--- src/rtl/arb_pkg.sv ---
// Shared types for the 8:1 mux select arbiter.
// Optional ARB_TIMEOUT_EN enables forced release after MAX_HOLD grant cycles.
package arb_pkg;

    localparam int NUM_REQ = 8;
    localparam int SEL_W   = 3;

    typedef enum logic [1:0] {
        ST_IDLE   = 2'd0,
        ST_SETTLE = 2'd1,
        ST_GRANT  = 2'd2
    } state_t;

    function automatic logic [NUM_REQ-1:0] onehot(input logic [SEL_W-1:0] i);
        onehot    = '0;
        onehot[i] = 1'b1;
    endfunction

endpackage

--- src/rtl/rr_pick8.sv ---
// Rotating-priority encoder: first set bit of mreq at or above ptr, wrapping.
// Used by mux81_arbiter; the caller applies any block mask (ARB_TIMEOUT_EN).
module rr_pick8
    import arb_pkg::*;
(
    input  logic [NUM_REQ-1:0] mreq,
    input  logic [SEL_W-1:0]   ptr,
    output logic [SEL_W-1:0]   idx,
    output logic               found
);

    // Scanning from the far end lets the nearest hit overwrite earlier ones.
    always_comb begin
        idx   = '0;
        found = 1'b0;
        for (int k = NUM_REQ - 1; k >= 0; k--) begin
            if (mreq[ptr + SEL_W'(k)]) begin
                idx   = ptr + SEL_W'(k);
                found = 1'b1;
            end
        end
    end

endmodule

--- src/rtl/mux81_arbiter.sv ---
// Round-robin arbiter and select sequencer for the shared 8:1 mux.
// Define ARB_TIMEOUT_EN to force release after MAX_HOLD grant cycles.
module mux81_arbiter
    import arb_pkg::*;
#(
    parameter int SETTLE_CYC = 2,
    parameter int MAX_HOLD   = 16
) (
    input  logic               clk,
    input  logic               reset,
    input  logic [NUM_REQ-1:0] req,
    output logic [SEL_W-1:0]   sel,
    output logic [NUM_REQ-1:0] gnt,
    output logic               busy,
    output logic               timeout
);

    localparam int CW = (SETTLE_CYC > 1) ? $clog2(SETTLE_CYC) : 1;

    if (SETTLE_CYC < 1 || MAX_HOLD < 2) begin : g_param_chk
        $error("mux81_arbiter: SETTLE_CYC must be >= 1, MAX_HOLD >= 2");
    end

    state_t             state, state_d;
    logic [SEL_W-1:0]   sel_d, ptr, ptr_d, pick;
    logic [NUM_REQ-1:0] gnt_d, mreq;
    logic               busy_d, found, own_req;
    logic [CW-1:0]      cnt, cnt_d;

`ifdef ARB_TIMEOUT_EN
    localparam int HW = $clog2(MAX_HOLD);

    logic [HW-1:0]      hold, hold_d;
    logic [NUM_REQ-1:0] block, block_d;
    logic               timeout_d;

    assign mreq = req & ~block;
`else
    assign mreq    = req;
    assign timeout = 1'b0;
`endif

    assign own_req = req[sel];

    rr_pick8 u_pick (
        .mreq  (mreq),
        .ptr   (ptr),
        .idx   (pick),
        .found (found)
    );

    always_comb begin
        state_d = state;
        sel_d   = sel;
        gnt_d   = gnt;
        busy_d  = busy;
        ptr_d   = ptr;
        cnt_d   = cnt;
`ifdef ARB_TIMEOUT_EN
        hold_d    = hold;
        timeout_d = 1'b0;
        block_d   = block & req;
`endif
        unique case (state)
            ST_IDLE: begin
                if (found) begin
                    sel_d   = pick;
                    busy_d  = 1'b1;
                    cnt_d   = '0;
                    state_d = ST_SETTLE;
                end
            end
            ST_SETTLE: begin
                if (!own_req) begin
                    busy_d  = 1'b0;
                    state_d = ST_IDLE;
                end else if (cnt == CW'(SETTLE_CYC - 1)) begin
                    gnt_d   = onehot(sel);
                    state_d = ST_GRANT;
`ifdef ARB_TIMEOUT_EN
                    hold_d  = '0;
`endif
                end else begin
                    cnt_d = cnt + 1'b1;
                end
            end
            ST_GRANT: begin
                if (!own_req) begin
                    gnt_d   = '0;
                    busy_d  = 1'b0;
                    ptr_d   = sel + 1'b1;
                    state_d = ST_IDLE;
`ifdef ARB_TIMEOUT_EN
                end else if (hold == HW'(MAX_HOLD - 1)) begin
                    gnt_d        = '0;
                    busy_d       = 1'b0;
                    ptr_d        = sel + 1'b1;
                    state_d      = ST_IDLE;
                    timeout_d    = 1'b1;
                    block_d[sel] = 1'b1;
                end else begin
                    hold_d = hold + 1'b1;
`endif
                end
            end
            default: begin
                state_d = ST_IDLE;
            end
        endcase
    end

    always_ff @(posedge clk) begin
        if (reset) begin
            state <= ST_IDLE;
            sel   <= '0;
            gnt   <= '0;
            busy  <= 1'b0;
            ptr   <= '0;
            cnt   <= '0;
        end else begin
            state <= state_d;
            sel   <= sel_d;
            gnt   <= gnt_d;
            busy  <= busy_d;
            ptr   <= ptr_d;
            cnt   <= cnt_d;
        end
    end

`ifdef ARB_TIMEOUT_EN
    always_ff @(posedge clk) begin
        if (reset) begin
            hold    <= '0;
            block   <= '0;
            timeout <= 1'b0;
        end else begin
            hold    <= hold_d;
            block   <= block_d;
            timeout <= timeout_d;
        end
    end
`endif

endmodule

--- config.mk ---
export PLATFORM = sky130hd
export DESIGN_NAME = mux81_arbiter
export DESIGN_NICKNAME = d
export VERILOG_FILES = /design/src/rtl/arb_pkg.sv /design/src/rtl/rr_pick8.sv /design/src/rtl/mux81_arbiter.sv
export SDC_FILE = /design/constraint.sdc
export NUM_CORES = 1
export LEC_CHECK = 0
export BUFFER_PORTS_ARGS = -buffer_cell sky130_fd_sc_hd__clkbuf_2
export CAP_MARGIN = 20
export CORE_UTILIZATION = 58
export CTS_CLUSTER_DIAMETER = 150
export DETAILED_ROUTE_END_ITERATION = 10
export HOLD_SLACK_MARGIN = 0.06
export PLACE_DENSITY_LB_ADDON = 0.08
export SETUP_SLACK_MARGIN = 0.05
export SLEW_MARGIN = 20
export SYNTH_ARGS = -nofsm -noshare
export SYNTH_HDL_FRONTEND = slang
export SYNTH_SLANG_ARGS = --single-unit
--- constraint.sdc ---
create_clock -name clk -period 3.1 [get_ports clk]
set_input_delay 0.465 -clock clk [delete_from_list [all_inputs] [get_ports clk]]
set_output_delay 0.465 -clock clk [all_outputs]
set_load 0.01 [all_outputs]
* After elaboration in Yosys (flattened, before gate mapping)
Cells that the tools add are included.
Storage, ports and cells: bits in registers 18, input port bits 10, output and inout port bits 13, word-level logic and storage cells 98
Operators by class: add/subtract/negate cells 9, magnitude comparators 10, eq/ne operators 8, muxes and demuxes 52, bitwise logic cells 1, reductions and logical operators 12
Operator list (number):
- < comparator 3 x 4 -> 1 bit, second input constant | 9
- binary-select mux 1 bit (select 3 bit) | 9
- two-way mux 3 bit | 8
- two-way mux 8 bit | 3
- two-way mux 1 bit | 23
- one-hot mux 8 bit (2 select lines) | 1
- adder 3 bit, second input constant | 4
- != test 2 bit, second input constant | 5
- AND reduction 3 bit | 3
- two-way mux 2 bit | 4
- adder 3 x 1 -> 3 bit, second input constant | 2
- adder 3 x 2 -> 3 bit, second input constant | 2
- one-hot mux 2 bit (3 select lines) | 1
- nonzero test 2 bit | 3
- one-hot mux 1 bit (2 select lines) | 2
- AND reduction 2 bit | 2
- AND reduction 4 bit | 1
- demux 1 bit (select 3 bit) | 1
- >= comparator 3 x 1 -> 1 bit, second input constant | 1
- != test 3 bit, second input constant | 1
- equality test 2 x 1 -> 1 bit, second input constant | 1
- equality test 2 bit, second input constant | 1
- logical NOT 2 bit | 1
- OR reduction 2 bit | 1
- 3 further kinds | 3

* Longest topological paths before layout
Gate-level depths: netlist of run 1.
depth after elaboration 13, depth in mapped cells 12, mapped depth without buffers 9

* Modules after synthesis
A second synthesis of run 1 with hierarchy kept.
Unflattened totals: cells, all modules 184, area total of the unflattened synthesis 1696.6 µm²
By module, submodules not included:
- mux81_arbiter | times used 1, cells an instance 94, area each 914.6 µm², sequential area each 360.3 µm²
- rr_pick8 | times used 1, cells an instance 90, area each 782.0 µm², sequential area each 0.0 µm²

* Worst setup path before layout of run 1
No wires, ideal clock.
path type reg2reg, start point reg ptr[1], end point reg sel[0], setup time 0.091 ns, arrival 2.546 ns, data required time 3.009 ns, path slack 0.463 ns, stages on the path, launching flop included 13, buffers on the path 3, clock period less this slack 2.637 ns, cells stage by stage dfxtp_1 > buf_2 > buf_2 > inv_1 > ha_1 > buf_2 > mux4_2 > mux2i_1 > nand2b_1 > a21bo_1 > a21oi_1 > o21ai_0 > a311oi_1
Between the ends: cells in the longest elaborated chain, start to end 12, elaborated cells on any way between the ends 40, those cells by class 7 x add/sub; 32 x mux; 1 x reduce/logical
Ends and longest elaborated chain:
- start: declaration | line mux81_arbiter.sv:25 | logic [SEL_W-1:0] sel_d, ptr, ptr_d, pick;
- start signal: assignment | line mux81_arbiter.sv:125 | ptr <= ptr_d;
- adder 3 bit | line rr_pick8.sv:17 | if (mreq[ptr + SEL_W'(k)]) begin
- binary-select mux 1 bit (select 3 bit) | line rr_pick8.sv:17
- two-way mux 1 bit (implied by the code) | line rr_pick8.sv:17
- two-way mux 1 bit (8 in a row) | line rr_pick8.sv:17
- AND reduction 2 bit (no line)
- end signal: assignment | line mux81_arbiter.sv:122 | sel <= sel_d;
- end: declaration | line mux81_arbiter.sv:12 | output logic [SEL_W-1:0] sel,
Several ways; a longest one is shown, not always the timed one. The select of a mux whose other input is x is not followed. A chain may end at the register's enable or synchronous reset.

* Final worst setup path of run 1
start point reg ptr[0], end point reg sel[0]
Between the ends: cells in the longest elaborated chain, start to end 12, elaborated cells on any way between the ends 40, those cells by class 7 x add/sub; 32 x mux; 1 x reduce/logical
Ends and longest elaborated chain (line):
- adder 3 bit | rr_pick8.sv:17, rr_pick8.sv:18
- binary-select mux 1 bit (select 3 bit) | rr_pick8.sv:17
- two-way mux 1 bit (implied by the code) | rr_pick8.sv:17
- two-way mux 1 bit (8 in a row) | rr_pick8.sv:17
- AND reduction 2 bit (no line)
Several ways; a longest one is shown, not always the timed one. The select of a mux whose other input is x is not followed.

==> reports/qor.txt, run 1 <==
type of destination of the critical path: flip-flop
worst slack on hold paths: 0.4852 ns
xor/xnor share of the synthesized area: 3.139%
crit share post-route: 86.69%
largest family of logic cells by synthesized area: multiplexers
Worst Setup SP: ptr[0]
largest net degree at the start of global routing: 21
launch instance of the worst register-to-register path: ptr[0]
FF+latch area: 360.3 sq um
run status: complete, no violations
number of fill cells: 240
Synth Area in Compound Gates: 18.61%
DRC marker count from the first detailed-route iteration: 98
Hold Path Stages: 2
routed wirelength normalized by instance count: 16.13 microns
worst-case clock skew: 0.007868 ns
slew margin rel.: 64.20%
number of antenna violations at the first check in global routing: 0
final global-route overflow total: 0
global-route usage over all layers: 27.49%
Setup violations, final: 0
Placed Instance Area: 0.001770 sq mm
Yosys cell types: 49
initial cell density of the core: 61.24%
number of cells on the worst reg-to-reg path: 9
mean area per synthesized cell: 8.371 sq um
post-DR vias/cell: 6.361
startpoint of the tightest hold check path: busy
biggest fanout along the worst timing path: 11
Adder-Cell Fraction of Synth Area: 5.232%
clock tree from TritonCTS: done
number of placed I/O pins: 23
remaining antenna violation count: 0
count of final hold-check violations: 0
post-route design area: 0.001793 sq mm
number of buffers added to fix hold violations after cts: 0
Net Count, Synth: 217
slowest stage delay, CP: 0.50 ns
Post-Route Setup TNS: 0 ns
area leader, netlist: sky130_fd_sc_hd__dfxtp_1
upper clock frequency limit: 372.1 MHz
top area cells in the synthesized netlist: sky130_fd_sc_hd__dfxtp_1, sky130_fd_sc_hd__mux2i_1, sky130_fd_sc_hd__mux4_2
launching element type of the critical path: flip-flop
Clock Pin Slew Worst Setup and Hold Paths: 0.10 ns
Worst IR Drop VDD: 0.2534 mV
first-pass GRT wire length: 6962 microns
horizontal die dimension: 55.73 microns
number of global-route vias before repair: 1,516
DPL Wire Length: 2981 microns
mux contribution to synthesized area: 23.77%
number of sinks driven by the clock tree: 18
Min-Delay Path Class: flip-flop to flip-flop
synth-to-layout area growth: 7.100%
total iterations of the first detailed-routing run: 4
Core ar.: 0.002734 sq mm
combined area of the multi-input logic cells: 0.001199 sq mm
WP data arrival: 2.89 ns
die boundary height: 55.73 microns
cell with the biggest individual delay on the critical path: sky130_fd_sc_hd__ha_1
total number of H-tree levels: 1
number of buffers between clock root and the deepest sink: 2
transition time at the pin with the least slew margin: 0.5370 ns
Layout Nets: 232
share of synthesized area occupied by flip-flops and latches: 21.52%
Most used DFF post-synth: sky130_fd_sc_hd__dfxtp_1
post-synthesis instance area: 0.001674 sq mm
Static Leakage: 0.7296 nW
number of vias after detailed routing: 1,552
number of buffers inserted during clock tree synthesis: 3
most frequent cell after synthesis: sky130_fd_sc_hd__nor2_1
worst setup path category: flip-flop to flip-flop
portion of synthesized cell area occupied by the leading cell type: 21.52%
total wire length: 3935 microns
Clk Latency, worst-skew pair: 0.29 ns
post-synthesis simple-gate area fraction: 20.63%
Root Buffer: sky130_fd_sc_hd__clkbuf_4
Finished Core Util: 65.58%
# DRC: 0
Required @ worst endpoint: 3.30 ns
power density over the cells: 300.4 mW/mm^2
RSZ-0062 raised after global routing: no
Commonest cells post-synth: sky130_fd_sc_hd__nor2_1, sky130_fd_sc_hd__dfxtp_1, sky130_fd_sc_hd__mux2i_1, sky130_fd_sc_hd__a21oi_1, sky130_fd_sc_hd__nand2_1
Core Rows: 19
layout cell share with drive strength beyond 1: 18.31%
fin. max-slew vios: 0
count of buffers from port buffering: 21
number of inserted diodes: 0
number of register bits inferred by synthesis: 18
number of cells produced by synthesis: 200
share of flip-flops with an asynchronous set or reset: 0%
minimum clock period: 2.687 ns
Warnings, synthesis: 0
number of buffers added for setup after CTS: 0
cell breakdown of the critical path: inv_1 > ha_1 > mux4_2 > mux2i_1 > nand2b_1 > a21bo_1 > a21oi_1 > o21ai_0 > a311oi_1
die footprint: 0.003105 sq mm
Max-cap violations: 0
Final Wtd Congestion: 0.9907
total of cells resized after clock tree synthesis: 0
EDFF count, synth: 0
## metal layers
layer | GRT usage (%) | share of wire [%] | up-vias
li1 | - | - | 763
met4 | 8.571 | 1.3 | 0
met2 | 48.71 | 51 | 35
met5 | 0 | 0 | -
met3 | 2.326 | 2.4 | 6
met1 | 35.42 | 45 | 748
## layout by cell type (no fill, tap or decap), types with 2 or more instances in the layout
cell / n
sky130_fd_sc_hd__mux2i_1: 18
sky130_fd_sc_hd__a221oi_1: 2
sky130_fd_sc_hd__nand2_1: 15
sky130_fd_sc_hd__ha_1: 7
sky130_fd_sc_hd__inv_1: 10
sky130_fd_sc_hd__buf_4: 4
sky130_fd_sc_hd__clkbuf_4: 3
sky130_fd_sc_hd__and2_1: 2
sky130_fd_sc_hd__o211ai_1: 2
sky130_fd_sc_hd__nor2_1: 21
sky130_fd_sc_hd__o31ai_1: 2
sky130_fd_sc_hd__nor4_1: 2
sky130_fd_sc_hd__a21oi_1: 15
sky130_fd_sc_hd__dfxtp_1: 18
sky130_fd_sc_hd__nand4_1: 2
sky130_fd_sc_hd__or3_1: 3
sky130_fd_sc_hd__nand3_1: 4
sky130_fd_sc_hd__xor2_1: 4
sky130_fd_sc_hd__a211oi_1: 3
sky130_fd_sc_hd__o21ai_0: 8
sky130_fd_sc_hd__a22o_1: 2
sky130_fd_sc_hd__xnor2_1: 2
sky130_fd_sc_hd__nor4b_1: 2
sky130_fd_sc_hd__nor3_1: 6
sky130_fd_sc_hd__mux4_2: 7
sky130_fd_sc_hd__a31oi_1: 2
sky130_fd_sc_hd__nand2b_1: 6
sky130_fd_sc_hd__clkbuf_2: 21
## worst paths after layout
check	endpoint	slack, ns
max	sel[0]	0.41
min	busy	0.49
max reg2reg	sel[0]	0.41
min reg2reg	busy	0.49
## cells by family after synthesis
kind of cell    after synthesis
buf+inv                      25
simple gates                 70
mux                          28
flops                        18
other cells                   1
xor+xnor                      6
fa+ha+maj                     7
compound gates               45
## critical path, delay by kind of cell, from the launching register on
| kind | cells | cell delay, ns |
|---|---|---|
| and+or+nand+nor | 1 | 0.14 |
| AOI/OAI and AO/OA | 4 | 0.79 |
| adders and majority gates | 1 | 0.50 |
| DFF | 1 | 0.35 |
| buffers and inverters | 1 | 0.08 |
| muxes | 2 | 0.75 |
## metrics by stage
stage          worst slack (ns)  cells  total power, mW
2_1_floorplan            0.4627    200           0.3819
3_3_place_gp             0.6109    241           0.4219
3_5_place_dp             0.4877    241           0.4281
4_1_cts                  0.4696    244           0.5408
5_1_grt                  0.1371    244           0.5742
6_report                 0.4127    244           0.5386
## registers in the layout, indices dropped and copies added, names as in the netlist
name / flops
state: 2
sel: 3
ptr: 3
cnt: 1
gnt: 8
busy: 1
## layout make-up
cell class                      count  share of cell area (%)
Timing Repair Buffer               25                   7.537
Sequential cell                    18                   20.10
Clock buffer                        3                   1.256
Multi-Input combinational cell    157                   66.85
Inverter                           10                   2.094
Tap cell                           31                   2.163
## report_power, final
group	total [mW]	switching, mW	internal [mW]
clock network	0.113	0.0676	0.0451
logic	0.170	0.0984	0.0713
registers	0.256	0.0144	0.242
(Power assumes the default switching activity.)
==> inputs of run 2 (changes only) <==
==> constraint.sdc (replaced) <==
create_clock -name clk -period 3.1 [get_ports clk]
set_input_delay 0.62 -clock clk [delete_from_list [all_inputs] [get_ports clk]]
set_output_delay 0.62 -clock clk [all_outputs]
set_load 0.01 [all_outputs]
==> reports/qor.txt, run 2 (same netlist as run 1, synthesis figures left out) <==
slowest stage delay, CP: 0.52 ns (+0.02 ns)
Worst Setup SP: ptr[0]
Root Buffer: sky130_fd_sc_hd__clkbuf_4
launching element type of the critical path: flip-flop
Min-Delay Path Class: flip-flop to flip-flop
first-pass GRT wire length: 6706 microns (-3.7%)
total iterations of the first detailed-routing run: 7 (+3)
number of sinks driven by the clock tree: 18 (unchanged)
cell with the biggest individual delay on the critical path: sky130_fd_sc_hd__ha_1
die footprint: 0.003105 sq mm (unchanged)
Core Rows: 19 (unchanged)
Required @ worst endpoint: 3.31 ns (about the same)
Max-cap violations: 0 (unchanged)
number of global-route vias before repair: 1,447 (-4.6%)
DRC marker count from the first detailed-route iteration: 117 (+19%)
Setup WS pre-CTS: 0.4076 ns (-0.08002 ns)
global-route usage over all layers: 27.48% (about the same)
Final Wtd Congestion: 1.005 (+1.5%)
initial cell density of the core: 61.24% (unchanged)
worst setup path category: flip-flop to flip-flop
upper clock frequency limit: 374.4 MHz (+0.60%)
number of vias after detailed routing: 1,538 (-0.90%)
Placed Instance Area: 0.001778 sq mm (+0.42%)
commonest cells after routing, fill and taps aside: sky130_fd_sc_hd__nor2_1, sky130_fd_sc_hd__clkbuf_2, sky130_fd_sc_hd__mux2i_1, sky130_fd_sc_hd__dfxtp_1
sequential share of power: 44.5% (-3.1 points)
RSZ-0062 raised after global routing: no
layout cell share with drive strength beyond 1: 19.07% (+0.76 points)
Setup violations, final: 0 (unchanged)
worst path setup slack after routing: 0.4288 ns (+0.01608 ns)
worst reg-to-reg setup slack: 0.43 ns (+0.02 ns)
Static Leakage: 0.7421 nW (+1.7%)
Comb power frac: 30.2% (-1.3 points)
fin. max-slew vios: 0 (unchanged)
number of buffers inserted during clock tree synthesis: 3 (unchanged)
# DRC: 2 (+2)
violated checks: DRC
Layout Nets: 233 (+0.43%)
power dissipated by switching net loads: 185.4 uW (+2.8%)
number of cells on the worst reg-to-reg path: 9 (unchanged)
Worst IR Drop VDD: 0.3131 mV (+24%)
number of buffers between clock root and the deepest sink: 2 (unchanged)
cell internal power dissipation: 386.0 uW (+7.7%)
routed wirelength normalized by instance count: 15.98 microns (-0.94%)
Core ar.: 0.002734 sq mm (unchanged)
total number of H-tree levels: 1 (unchanged)
post-DR vias/cell: 6.252 (-1.7%)
horizontal die dimension: 55.73 microns (unchanged)
remaining antenna violation count: 0 (unchanged)
clock share of power: 25.3% (+4.4 points)
number of antenna violations at the first check in global routing: 0 (unchanged)
biggest fanout along the worst timing path: 11 (unchanged)
total of cells resized after clock tree synthesis: 0 (unchanged)
total wire length: 3930 microns (-0.13%)
Post-Route Setup TNS: 0 ns (unchanged)
register with the highest flop count: gnt
number of placed I/O pins: 23 (unchanged)
post-route design area: 0.001814 sq mm (+1.2%)
DPL Wire Length: 2989 microns (+0.29%)
Clk Latency, worst-skew pair: 0.30 ns (about the same)
WP data arrival: 2.89 ns (about the same)
minimum clock period: 2.671 ns (-0.01608 ns)
slew margin rel.: 65.03% (+0.83 points)
Largest regs: gnt x8, ptr x3, sel x3
clock tree from TritonCTS: done
synth-to-layout area growth: 8.371%
crit share post-route: 86.17% (-0.52 points)
die boundary height: 55.73 microns (unchanged)
final global-route overflow total: 0 (unchanged)
number of fill cells: 240 (unchanged)
launch instance of the worst register-to-register path: ptr[0]
count of buffers from port buffering: 21 (unchanged)
power density over the cells: 315.0 mW/mm^2 (+4.8%)
number of buffers added to fix hold violations after cts: 0 (unchanged)
capturing element of the worst setup path: sel[0]
combined area of the multi-input logic cells: 0.001199 sq mm (unchanged)
flip-flop count of the largest register after layout: 8 (unchanged)
count of final hold-check violations: 0 (unchanged)
type of destination of the critical path: flip-flop
Clock Pin Slew Worst Setup and Hold Paths: 0.10 ns (about the same)
transition time at the pin with the least slew margin: 0.5245 ns (-0.01244 ns)
switching fraction of total power: 32.45% (-1.0 points)
number of buffers added for setup after CTS: 0 (unchanged)
number of inserted diodes: 0 (unchanged)
worst-case clock skew: 0.003682 ns (-0.004186 ns)
cell breakdown of the critical path: inv_1 > ha_1 > mux4_2 > mux2i_1 > nand2b_1 > a21bo_1 > a21oi_1 > o21ai_0 > a311oi_1
FF+latch area: 360.3 sq um (unchanged)
run status: complete, but fails checks
end of the worst register-to-register path: sel[0]
largest net degree at the start of global routing: 21 (unchanged)
run 2: changes by cell type in the layout (fill, tap and decap cells not counted), sizes merged:
cell / change
clkbuf: +1
buf: +1
run 2: metrics by stage:
step                utilization, %  total power, mW  instances  hold slack (ns)
floorplan                        -           0.3819        200           0.4674
detailed placement           65.03           0.4292        242           0.4647
global placement             65.03           0.4229        242           0.4615
global route                 66.36           0.6033        246           0.4979
finish                       66.36           0.5714        246           0.4711
CTS                          66.36           0.5726        246           0.4776
run 2: power by group through the flow:
stage	clock network [mW]	registers [mW]	logic [mW]
floorplan	0	0.257	0.125
global placement	0	0.259	0.164
detailed placement	0	0.260	0.169
CTS	0.147	0.255	0.170
global route	0.157	0.256	0.190
finish	0.145	0.254	0.172
run 2: worst min-delay path by stage:
stage,from,end,slack (ns),cells past startpoint
final,busy,busy,0.47,2
after global routing,busy,busy,0.50,2
after CTS,busy,busy,0.48,2
after detailed placement,busy,busy,0.46,2
after global placement,busy,busy,0.46,2
after floorplan,cnt,cnt,0.47,2
run 2: per-layer routing:
layer | track usage (%) | vias to the layer above | wire, microns | part of all wire, %
met1 | 33.43 | 729 | 1662 | 42
met2 | 48.36 | 44 | 2060 | 52
met3 | 2.791 | 7 | 127 | 3.2
met5 | 0 | - | 0 | 0
met4 | 13.21 | 0 | 80 | 2.0
li1 | - | 758 | - | -
run 2: layout make-up:
| cell class | instances | share of cell area (%) |
|---|---|---|
| Clock buffer | 4 | 2.000 |
| Inverter | 10 | 2.069 |
| Multi-Input combinational cell | 157 | 66.07 |
| Sequential cell | 18 | 19.86 |
| Tap cell | 31 | 2.138 |
| Timing Repair Buffer | 26 | 7.862 |
run 2: worst max-delay path, delay by kind of cell, from the launching register on:
kind	cells	cell delay, ns
compound gates	4	0.75
buf+inv	1	0.09
flops	1	0.35
mux	2	0.80
fa+ha+maj	1	0.52
simple gates	1	0.10
